$ cat src/rtl/mem_arbiter.sv
// mem_arbiter: round-robin owner of the byte-wide memory port.
// Serialises 1-4 byte requests into strobed byte transfers.
module mem_arbiter #(
    parameter int N_REQ = 3
) (
    input  logic                clk,
    input  logic                rst,
    input  logic [N_REQ-1:0]    req,
    input  logic [N_REQ-1:0]    we,
    input  logic [N_REQ*32-1:0] addr,
    input  logic [N_REQ*2-1:0]  len,
    input  logic [N_REQ*32-1:0] wdata,
    output logic [N_REQ-1:0]    ack,
    output logic [N_REQ*32-1:0] rdata,
    output logic [N_REQ-1:0]    gnt,
    output logic                busy,
    output logic [31:0]         m_addr,
    output logic                m_re,
    output logic                m_we,
    output logic [7:0]          m_dout,
    input  logic [7:0]          m_din,
    input  logic                m_ack
);

    localparam int PW = (N_REQ > 1) ? $clog2(N_REQ) : 1;

    localparam logic [1:0] S_IDLE = 2'd0;
    localparam logic [1:0] S_XFER = 2'd1;
    localparam logic [1:0] S_GAP  = 2'd2;
    localparam logic [1:0] S_DONE = 2'd3;

    logic [1:0]         r_state;
    logic [PW-1:0]      r_ptr;
    logic [PW-1:0]      r_own;
    logic [1:0]         r_cnt;
    logic               r_we;
    logic [31:0]        r_addr;
    logic [1:0]         r_len;
    logic [31:0]        r_wdata;
    logic [31:0]        r_asm;
    logic [N_REQ-1:0]   r_ack;
    logic [N_REQ*32-1:0] r_rdata;
    logic [N_REQ-1:0]   r_gnt;
    logic               r_busy;
    logic [31:0]        r_m_addr;
    logic               r_m_re;
    logic               r_m_we;
    logic [7:0]         r_m_dout;

    logic               w_any;
    logic [PW-1:0]      w_win;
    logic [PW-1:0]      w_idx;
    logic [N_REQ-1:0]   w_onehot;
    logic [PW-1:0]      w_ptr_nxt;
    logic [31:0]        w_m_addr;
    logic [7:0]         w_m_byte;

    // Offset i from the pointer, wrapped into 0..N_REQ-1.
    function automatic logic [PW-1:0] rr_idx(input logic [PW-1:0] p,
                                             input int i);
        int s;
        s = int'(p) + i;
        if (s >= N_REQ) s = s - N_REQ;
        return s[PW-1:0];
    endfunction

    assign w_onehot  = {{(N_REQ-1){1'b0}}, 1'b1} << w_win;
    assign w_ptr_nxt = (r_own == PW'(N_REQ-1)) ? '0 : r_own + 1'b1;
    assign w_m_addr  = r_addr + {30'd0, r_cnt};
    assign w_m_byte  = r_wdata[8*r_cnt +: 8];

    assign ack    = r_ack;
    assign rdata  = r_rdata;
    assign gnt    = r_gnt;
    assign busy   = r_busy;
    assign m_addr = r_m_addr;
    assign m_re   = r_m_re;
    assign m_we   = r_m_we;
    assign m_dout = r_m_dout;

    // Round-robin search: first requester at or after the pointer.
    always_comb begin
        w_any = 1'b0;
        w_win = '0;
        w_idx = '0;
        for (int i = 0; i < N_REQ; i++) begin
            w_idx = rr_idx(r_ptr, i);
            if (!w_any && req[w_idx]) begin
                w_any = 1'b1;
                w_win = w_idx;
            end
        end
    end

    // Transaction sequencer: grant, byte strobes, gap, completion.
    always_ff @(posedge clk or negedge rst) begin
        if (!rst) begin
            r_state  <= S_IDLE;
            r_ptr    <= '0;
            r_own    <= '0;
            r_cnt    <= '0;
            r_we     <= 1'b0;
            r_addr   <= '0;
            r_len    <= '0;
            r_wdata  <= '0;
            r_asm    <= '0;
            r_ack    <= '0;
            r_rdata  <= '0;
            r_gnt    <= '0;
            r_busy   <= 1'b0;
            r_m_addr <= '0;
            r_m_re   <= 1'b0;
            r_m_we   <= 1'b0;
            r_m_dout <= '0;
        end else begin
            r_ack <= '0;
            case (r_state)
                S_IDLE: begin
                    if (w_any) begin
                        r_own   <= w_win;
                        r_we    <= we[w_win];
                        r_addr  <= addr[32*w_win +: 32];
                        r_len   <= len[2*w_win +: 2];
                        r_wdata <= wdata[32*w_win +: 32];
                        r_asm   <= '0;
                        r_cnt   <= '0;
                        r_gnt   <= w_onehot;
                        r_busy  <= 1'b1;
                        r_state <= S_XFER;
                    end
                end
                S_XFER: begin
                    if (!r_m_re && !r_m_we) begin
                        // First cycle after grant: raise the strobe.
                        r_m_addr <= w_m_addr;
                        r_m_dout <= w_m_byte;
                        r_m_we   <= r_we;
                        r_m_re   <= !r_we;
                    end else if (m_ack) begin
                        r_m_re <= 1'b0;
                        r_m_we <= 1'b0;
                        if (!r_we) r_asm[8*r_cnt +: 8] <= m_din;
                        if (r_cnt == r_len) begin
                            r_state <= S_DONE;
                        end else begin
                            r_cnt   <= r_cnt + 2'd1;
                            r_state <= S_GAP;
                        end
                    end
                end
                S_GAP: begin
                    // One low cycle done; strobe the next byte.
                    r_m_addr <= w_m_addr;
                    r_m_dout <= w_m_byte;
                    r_m_we   <= r_we;
                    r_m_re   <= !r_we;
                    r_state  <= S_XFER;
                end
                S_DONE: begin
                    r_ack[r_own] <= 1'b1;
                    if (!r_we) r_rdata[32*r_own +: 32] <= r_asm;
                    r_ptr   <= w_ptr_nxt;
                    r_gnt   <= '0;
                    r_busy  <= 1'b0;
                    r_state <= S_IDLE;
                end
                default: r_state <= S_IDLE;
            endcase
        end
    end

endmodule

$ cat config.mk
export PLATFORM = sky130hd
export DESIGN_NAME = mem_arbiter
export DESIGN_NICKNAME = d
export VERILOG_FILES = /design/src/rtl/mem_arbiter.sv
export SDC_FILE = /design/constraint.sdc
export NUM_CORES = 1
export LEC_CHECK = 0
export ABC_AREA = 1
export BUFFER_PORTS_ARGS = -buffer_cell sky130_fd_sc_hd__buf_4
export CORE_ASPECT_RATIO = 0.8
export CORE_MARGIN = 2
export CORE_UTILIZATION = 49
export CTS_CLUSTER_SIZE = 16
export DETAILED_ROUTE_END_ITERATION = 8
export PLACE_DENSITY = 0.86
export SYNTH_ARGS = -nofsm -noshare
export SYNTH_HDL_FRONTEND = slang
export SYNTH_SLANG_ARGS = --single-unit
$ cat constraint.sdc
create_clock -name clk -period 2.6 [get_ports clk]
set_input_delay 0.39 -clock clk [delete_from_list [all_inputs] [get_ports clk]]
set_output_delay 0.39 -clock clk [all_outputs]
set_load 0.01 [all_outputs]
==> results of run 1 <==
sequential cells by signal, indices dropped and copies added, names as in the netlist, 3 cells and up:
signal and count:
ack 3, gnt 3, m_addr 32, m_dout 8, r_addr 32, r_asm 32, r_wdata 32, rdata 96
logic make-up after synthesis:
group,after synthesis
xor+xnor,19
flops,252
fa+ha+maj,17
simple gates,1146
compound gates,163
buf+inv,319
layout make-up:
cell class / count / area, um2 / area share, %
multi-input combinational: 1346 / 6320 / 35.2
sequential: 252 / 6310 / 35.1
timing repair buffer: 404 / 3230 / 18.0
clock buffer: 42 / 792 / 4.41
inverter: 197 / 739 / 4.12
tap: 370 / 463 / 2.58
clock inverter: 8 / 113 / 0.627
layer usage:
metal / vias up / GRT usage [%] / share of wire (%)
met1: 6911 / 42.2 / 39
met5: - / 0 / 0
met2: 880 / 52.2 / 47
li1: 6845 / - / -
met4: 0 / 11.1 / 3.6
met3: 120 / 5.58 / 10
stage by stage:
| stage | TNS, ps | total power, mW |
|---|---|---|
| floorplan | 0 | 12.7 |
| global placement | 0 | 16.1 |
| detailed placement | 0 | 16.3 |
| CTS | 0 | 20.3 |
| global route | -15.0 | 22.0 |
| finish | 0 | 20.6 |
power by group through the flow:
| stage | sequential [mW] | clock, mW | combinational (mW) |
|---|---|---|---|
| after floorplan | 5.88 | 0 | 6.84 |
| after global placement | 6.09 | 0 | 10.0 |
| after detailed placement | 6.09 | 0 | 10.2 |
| after CTS | 6.05 | 3.97 | 10.3 |
| after global routing | 6.19 | 4.15 | 11.7 |
| final | 6.10 | 3.90 | 10.6 |
tightest hold or removal path, delay by kind of cell:
family,cells,cell delay [ps]
buf+inv,2,110
simple gates,3,160
cells in the mapped netlist (3+ instances only):
cell type / n
nand2_1: 614
nand3_1: 271
dfrtp_1: 252
inv_1: 192
o21ai_0: 139
nor2_1: 114
nand4_1: 108
clkbuf_1: 59
buf_2: 34
nor3_1: 24
buf_4: 19
a31oi_1: 16
ha_1: 16
xor2_1: 14
buf_1: 5
buf_6: 5
inv_2: 5
xnor2_1: 5
nand3_2: 4
or2_2: 4
nand3b_1: 3
how the worst max path moves through the flow:
stage / slack, ps / start / depth (start not counted) / end
floorplan: 190 / r_cnt[1]$_DFFE_PN0P_ / 11 / m_addr[28]$_DFFE_PN0P_
global placement: 360 / r_ptr[0]$_DFFE_PN0P_ / 14 / r_addr[0]$_DFFE_PN0P_
detailed placement: 180 / r_ptr[0]$_DFFE_PN0P_ / 10 / r_asm[14]$_DFFE_PN0P_
CTS: 150 / r_ptr[0]$_DFFE_PN0P_ / 10 / r_asm[30]$_DFFE_PN0P_
global route: -10 / r_ptr[1]$_DFFE_PN0P_ / 14 / r_wdata[11]$_DFFE_PN0P_
finish: 170 / r_ptr[1]$_DFFE_PN0P_ / 14 / r_wdata[11]$_DFFE_PN0P_
repair_timing:
| action | 4_1_cts | 5_1_grt |
|---|---|---|
| setup endpoints to repair | 0 | 66 |
| hold endpoints to repair | 68 | 0 |
| setup buffers | 0 | 0 |
| hold buffers | 1 | 0 |
| resized for setup | 0 | 9 |
==> results_dict.tcl, run 1 <==
set metrics [dict create \
    maxCapViolations 0 \
    ys_ff_latch 252 \
    p_clk_share_pct 19.0 \
    timing.rr.end "r_wdata[11]$_DFFE_PN0P_" \
    drt_iter0_drc 1548 \
    io_pins 360 \
    r2r_cells 14 \
    start_kind "register" \
    cts_made_buffers 27 \
    hold_path.class "in -> reg" \
    die_area_um2 29700 \
    final_cell_mix "611 x nand2_1, 386 x buf_4, 271 x nand3_1, 252 x dfrtp_1, 192 x inv_1" \
    crit_buf_inv 5 \
    cp.required_ps 3030 \
    ys.flop_type "dfrtp_1" \
    grt_start_max_net_pins 97 \
    num-fill-cells 2381 \
    syn2layout_area_growth_pct 29.2 \
    vias 14756 \
    final_common_cell "nand2_1" \
    fin_crit_ps 2430 \
    initial_core_util_pct 49.5 \
    p_int_mw 10.8 \
    clk_pin_slew_ps 60 \
    synthAdderAreaFrac_pct 1.58 \
    clock_latency_ps 550 \
    holdPathStages 5 \
    drc 0 \
    worstSetupPathType "reg -> reg" \
    grt_pass1_vias 13877 \
    fin_ws_ps 168 \
    yosysWarnings 0 \
    numClockSinks 252 \
    p_comb_share_pct 51.4 \
    cp_slowest_cell "dfrtp_1" \
    r2r-start "r_ptr[1]$_DFFE_PN0P_" \
    die_h_um 155 \
    endpoint_kind "register" \
    syn_avg_cell_area_um2 7.25 \
    layout.cell_area.non_filler_um2 18000 \
    synth-edff-count 0 \
    powerDensity_nw_per_um2 1150 \
    place_area_um2 17000 \
    whs_endpoint "r_addr[20]$_DFFE_PN0P_" \
    min_from "addr[84]" \
    nets 2460 \
    path_delay_family "simple AND/OR/NAND/NOR gates" \
    root_buffer "clkbuf_16" \
    grt_usage_pct 31.7 \
    htree_levels 1 \
    seqPwrFrac_pct 29.6 \
    syn_inst 1916 \
    finalNonFillerCells 2619 \
    arrival_ps 2870 \
    synth_compound_area_share_pct 6.18 \
    dp.cells 2567 \
    seq_area_frac_synth_pct 45.4 \
    place_ws_ps 176 \
    num_rows 55 \
    cpMostUsedCell "nand2_1" \
    synth_top_family_by_area "simple AND/OR/NAND/NOR gates" \
    portBuffers 359 \
    rrSetupSlack_ps 170 \
    synth_xor_xnor_area_share_pct 1.20 \
    layout-drive-gt1-share_pct 21.1 \
    grt_pass1_wl_um 74300 \
    fmax_ghz 0.411 \
    synth.cell_area_um2 13900 \
    drtPass1Iterations 6 \
    die_w_um 192 \
    cts_tree "built" \
    overflow 0 \
    worstMarginPinSlew_ps 668 \
    antenna_found_initial 0 \
    synth-simple-area-share_pct 36.0 \
    synth_mux_area_share_pct 0 \
    core_area_um2 28100 \
    fin_util_pct 64.0 \
    gp_congestion 0.960 \
    leakage_nw 10.0 \
    max-vdd-ir-drop_v 0.000916 \
    path_cells "inv_1 > ha_1 > inv_2 > nand2_1 > nand3_1 > nand2_1 > nand3_1 > nand2_2 > inv_2 > buf_16 > nand3_1 > nand2_1 > inv_1 > nand2_1" \
    syn_nets 2148 \
    cpPeakStageDelay_ps 400 \
    slew_viol_final 0 \
    whs_ps 136 \
    yosysUniqueCellTypes 31 \
    switching_share_pct 47.3 \
    setup_violations 0 \
    switchingPower_mw 9.74 \
    antenna_left 0 \
    ys_top_cells_by_area "dfrtp_1 45%, nand2_1 17%, nand3_1 9.8%, inv_1 5.2%, o21ai_0 5.0%" \
    detail_route.wl_per_cell_um 18.2 \
    cp_max_fo 71 \
    hpwlAfterDp_um 34800 \
    antenna_cells 0 \
    postRouteWirelength_um 47600 \
    finalCritPeriodShare_pct 93.5 \
    max_slew_margin_pct 55.5 \
    avgViaCountPerCell 5.63 \
    synth_top_area_share_pct 45.4 \
    synth_largest_area_cell "dfrtp_1" \
    status "completed" \
    async_reset_ff_share_pct 100 \
    cts_buffer_depth 3 \
    finClkSkew_ps 10.9 \
    hold_violations 0 \
]
Note: power is estimated with default switching activity, not from simulation.
==> run 2, diff against run 1 <==
--- a/config.mk
+++ b/config.mk
@@ -5,11 +5,10 @@
 export SDC_FILE = /design/constraint.sdc
 export NUM_CORES = 1
 export LEC_CHECK = 0
-export ABC_AREA = 1
 export BUFFER_PORTS_ARGS = -buffer_cell sky130_fd_sc_hd__buf_4
 export CORE_ASPECT_RATIO = 0.8
 export CORE_MARGIN = 2
-export CORE_UTILIZATION = 49
+export CORE_UTILIZATION = 48
 export CTS_CLUSTER_SIZE = 16
 export DETAILED_ROUTE_END_ITERATION = 8
 export PLACE_DENSITY = 0.86
==> results_dict.tcl, run 2 <==
set metrics [dict create \
    num_rows 52 \
    fmax_ghz 0.384 \
    endpoint_kind "register" \
    path_delay_family "compound AO/OA/AOI/OAI gates" \
    syn_avg_cell_area_um2 9.75 \
    vias 11640 \
    hold_path.class "in -> reg" \
    post-synth-top-count-cell "nand2_1" \
    start_kind "register" \
    rsz0062_at_grt "yes" \
    r2r-start "r_ptr[0]$_DFFE_PN0P_" \
    setup_violations 1 \
    maxCapViolations 0 \
    drt_iter0_drc 950 \
    io_pins 360 \
    fin_ws_ps -5.03 \
    arrival_ps 3010 \
    cpPeakStageDelay_ps 450 \
    min_from "m_din[7]" \
    layout.cell_area.non_filler_um2 17100 \
    avgViaCountPerCell 5.79 \
    gp_congestion 0.885 \
    crit_start "r_ptr[0]$_DFFE_PN0P_" \
    hold_violations 0 \
    layout-drive-gt1-share_pct 34.7 \
    worstMarginPinSlew_ps 619 \
    antenna_left 0 \
    fin_crit_ps 2610 \
    nets 1867 \
    numClockSinks 252 \
    leakage_nw 7.77 \
    violations "setup timing" \
    hpwlAfterDp_um 28800 \
    worstSetupPathType "reg -> reg" \
    htree_levels 1 \
    max_slew_margin_pct 58.8 \
    cp_slowest_cell "dfrtp_1" \
    clk_pin_slew_ps 60 \
    cts_tree "built" \
    seq_area_frac_synth_pct 50.3 \
    ys.flop_type "dfrtp_1" \
    yosysUniqueCellTypes 53 \
    cp_max_fo 7 \
    synth.cell_area_um2 12500 \
    syn_inst 1285 \
    core_area_um2 25500 \
    die_h_um 149 \
    largest_register_ffs 96 \
    synth_top_area_share_pct 50.3 \
    syn_nets 1517 \
    detail_route.wl_per_cell_um 21.1 \
    place_area_um2 15800 \
    synth-edff-count 0 \
    ys_ff_latch 252 \
    syn2layout_area_growth_pct 36.6 \
    portBuffers 359 \
    root_buffer "clkbuf_16" \
    finalCritPeriodShare_pct 100 \
    die_w_um 185 \
    powerDensity_nw_per_um2 1280 \
    die_area_um2 27400 \
    wl_met3_um 3920 \
    grt_pass1_vias 11193 \
    finClkSkew_ps 14.0 \
    crit_buf_inv 1 \
    synth_largest_area_cell "dfrtp_1" \
    grt_start_max_net_pins 77 \
    wl_met2_um 20000 \
    yosysWarnings 0 \
    path_cells "ha_4 > mux2i_4 > or2_1 > o32a_4 > o2bb2ai_4 > buf_12 > a221oi_2 > o21ai_1" \
    cp.required_ps 3000 \
    cts_made_buffers 28 \
    postRouteWirelength_um 42500 \
    grt_pass1_wl_um 62000 \
    netlist_top_cells_count "309 x nand2_1, 252 x dfrtp_1, 199 x o21ai_0" \
    drc 0 \
    dp.cells 1939 \
    drtPass1Iterations 5 \
    finalNonFillerCells 2010 \
    overflow 0 \
    ys_top_cells_by_area "dfrtp_1 50%, nand2_1 9.3%, a221oi_2 8.0%, o21ai_0 7.9%, and2_1 3.4%" \
    routed.top_layer "met4" \
    antenna_found_initial 5 \
    final_cell_mix "388 x buf_4, 304 x nand2_1, 251 x dfrtp_1, 199 x o21ai_0, 67 x and2_1" \
    cts_buffer_depth 3 \
    status "complete, but fails checks" \
    wl_met1_um 16400 \
    final_common_cell "buf_4" \
    clock_latency_ps 550 \
    grt_usage_pct 28.9 \
    max-vdd-ir-drop_v 0.00126 \
    async_reset_ff_share_pct 100 \
    initial_core_util_pct 49.1 \
    slew_viol_final 0 \
]
## run 2: report_power, final
part	internal, mW	switching [mW]	total (mW)
Combinational	5.09	6.93	12.0
Clock	2.31	1.62	3.93
Sequential	4.98	1.01	5.99
## run 2: kinds of logic (layout without fill, tap and decap cells)
group           Yosys count  after routing  share of synthesized area, %
flops                   252            252                          50.3
fa+ha+maj                17             17                          1.76
other cells               0              5                             0
simple gates            458            458                          16.4
compound gates          391            392                          22.5
xor+xnor                 32             32                          2.24
mux                      24             24                          2.82
buf+inv                 111            479                          3.94
## run 2: worst register-to-register path: stages (launching register included)
cell and delay [ps]:
dfrtp_1 450, ha_4 210, mux2i_4 190, or2_1 270, o32a_4 440, o2bb2ai_4 280
buf_12 230, a221oi_2 300, o21ai_1 100
## run 2: area by class of cell
type                       count  area (um2)
clock inverter                12         124
fill                        1902        8380
clock buffer                  37         785
multi-input combinational    923        5990
sequential                   252        6310
inverter                      15        56.3
antenna                        5        12.5
timing repair buffer         415        3410
tap                          351         439
## run 2: repair_timing
item                                    4_1_cts  5_1_grt
endpoints found under the setup margin        0       87
buffers inserted                              0        5
resized for setup                             0       27
hold buffers                                  1        0
hold endpoints to repair                     72        0
## run 2: layer usage
layer  vias to the layer above  global-route usage (%)
met5                         -                       0
met4                         0                    12.5
met3                       140                    6.10
met2                       653                    46.4
met1                      5618                    38.2
li1                       5229                       -
## run 2: through the flow
stage | hold WS, ps | power (mW) | util [%] | TNS (ps) | setup slack (ps)
after floorplan | 94.4 | 12.9 | - | 0 | 165
after global placement | 409 | 16.0 | 61.8 | 0 | 181
after detailed placement | 413 | 16.4 | 61.8 | 0 | 36.1
after CTS | 92.8 | 20.4 | 65.4 | 0 | 13.7
after global routing | 86.6 | 23.0 | 67.1 | -915 | -52.4
final | 110 | 21.9 | 67.1 | -5.03 | -5.03
## run 2: final timing paths
| path | endpoint | slack, ps | cells past startpoint |
|---|---|---|---|
| max in group asynchronous | r_addr[20]$_DFFE_PN0P_ | 1350 | 3 |
| setup / recovery | r_wdata[13]$_DFFE_PN0P_ | -5 | 8 |
| hold / removal | r_asm[7]$_DFFE_PN0P_ | 110 | 2 |
| min in group asynchronous | rdata[78]$_DFFE_PN0P_ | 420 | 2 |
| hold reg to reg | rdata[0]$_DFFE_PN0P_ | 480 | 2 |
| setup reg to reg | r_wdata[13]$_DFFE_PN0P_ | -5 | 8 |
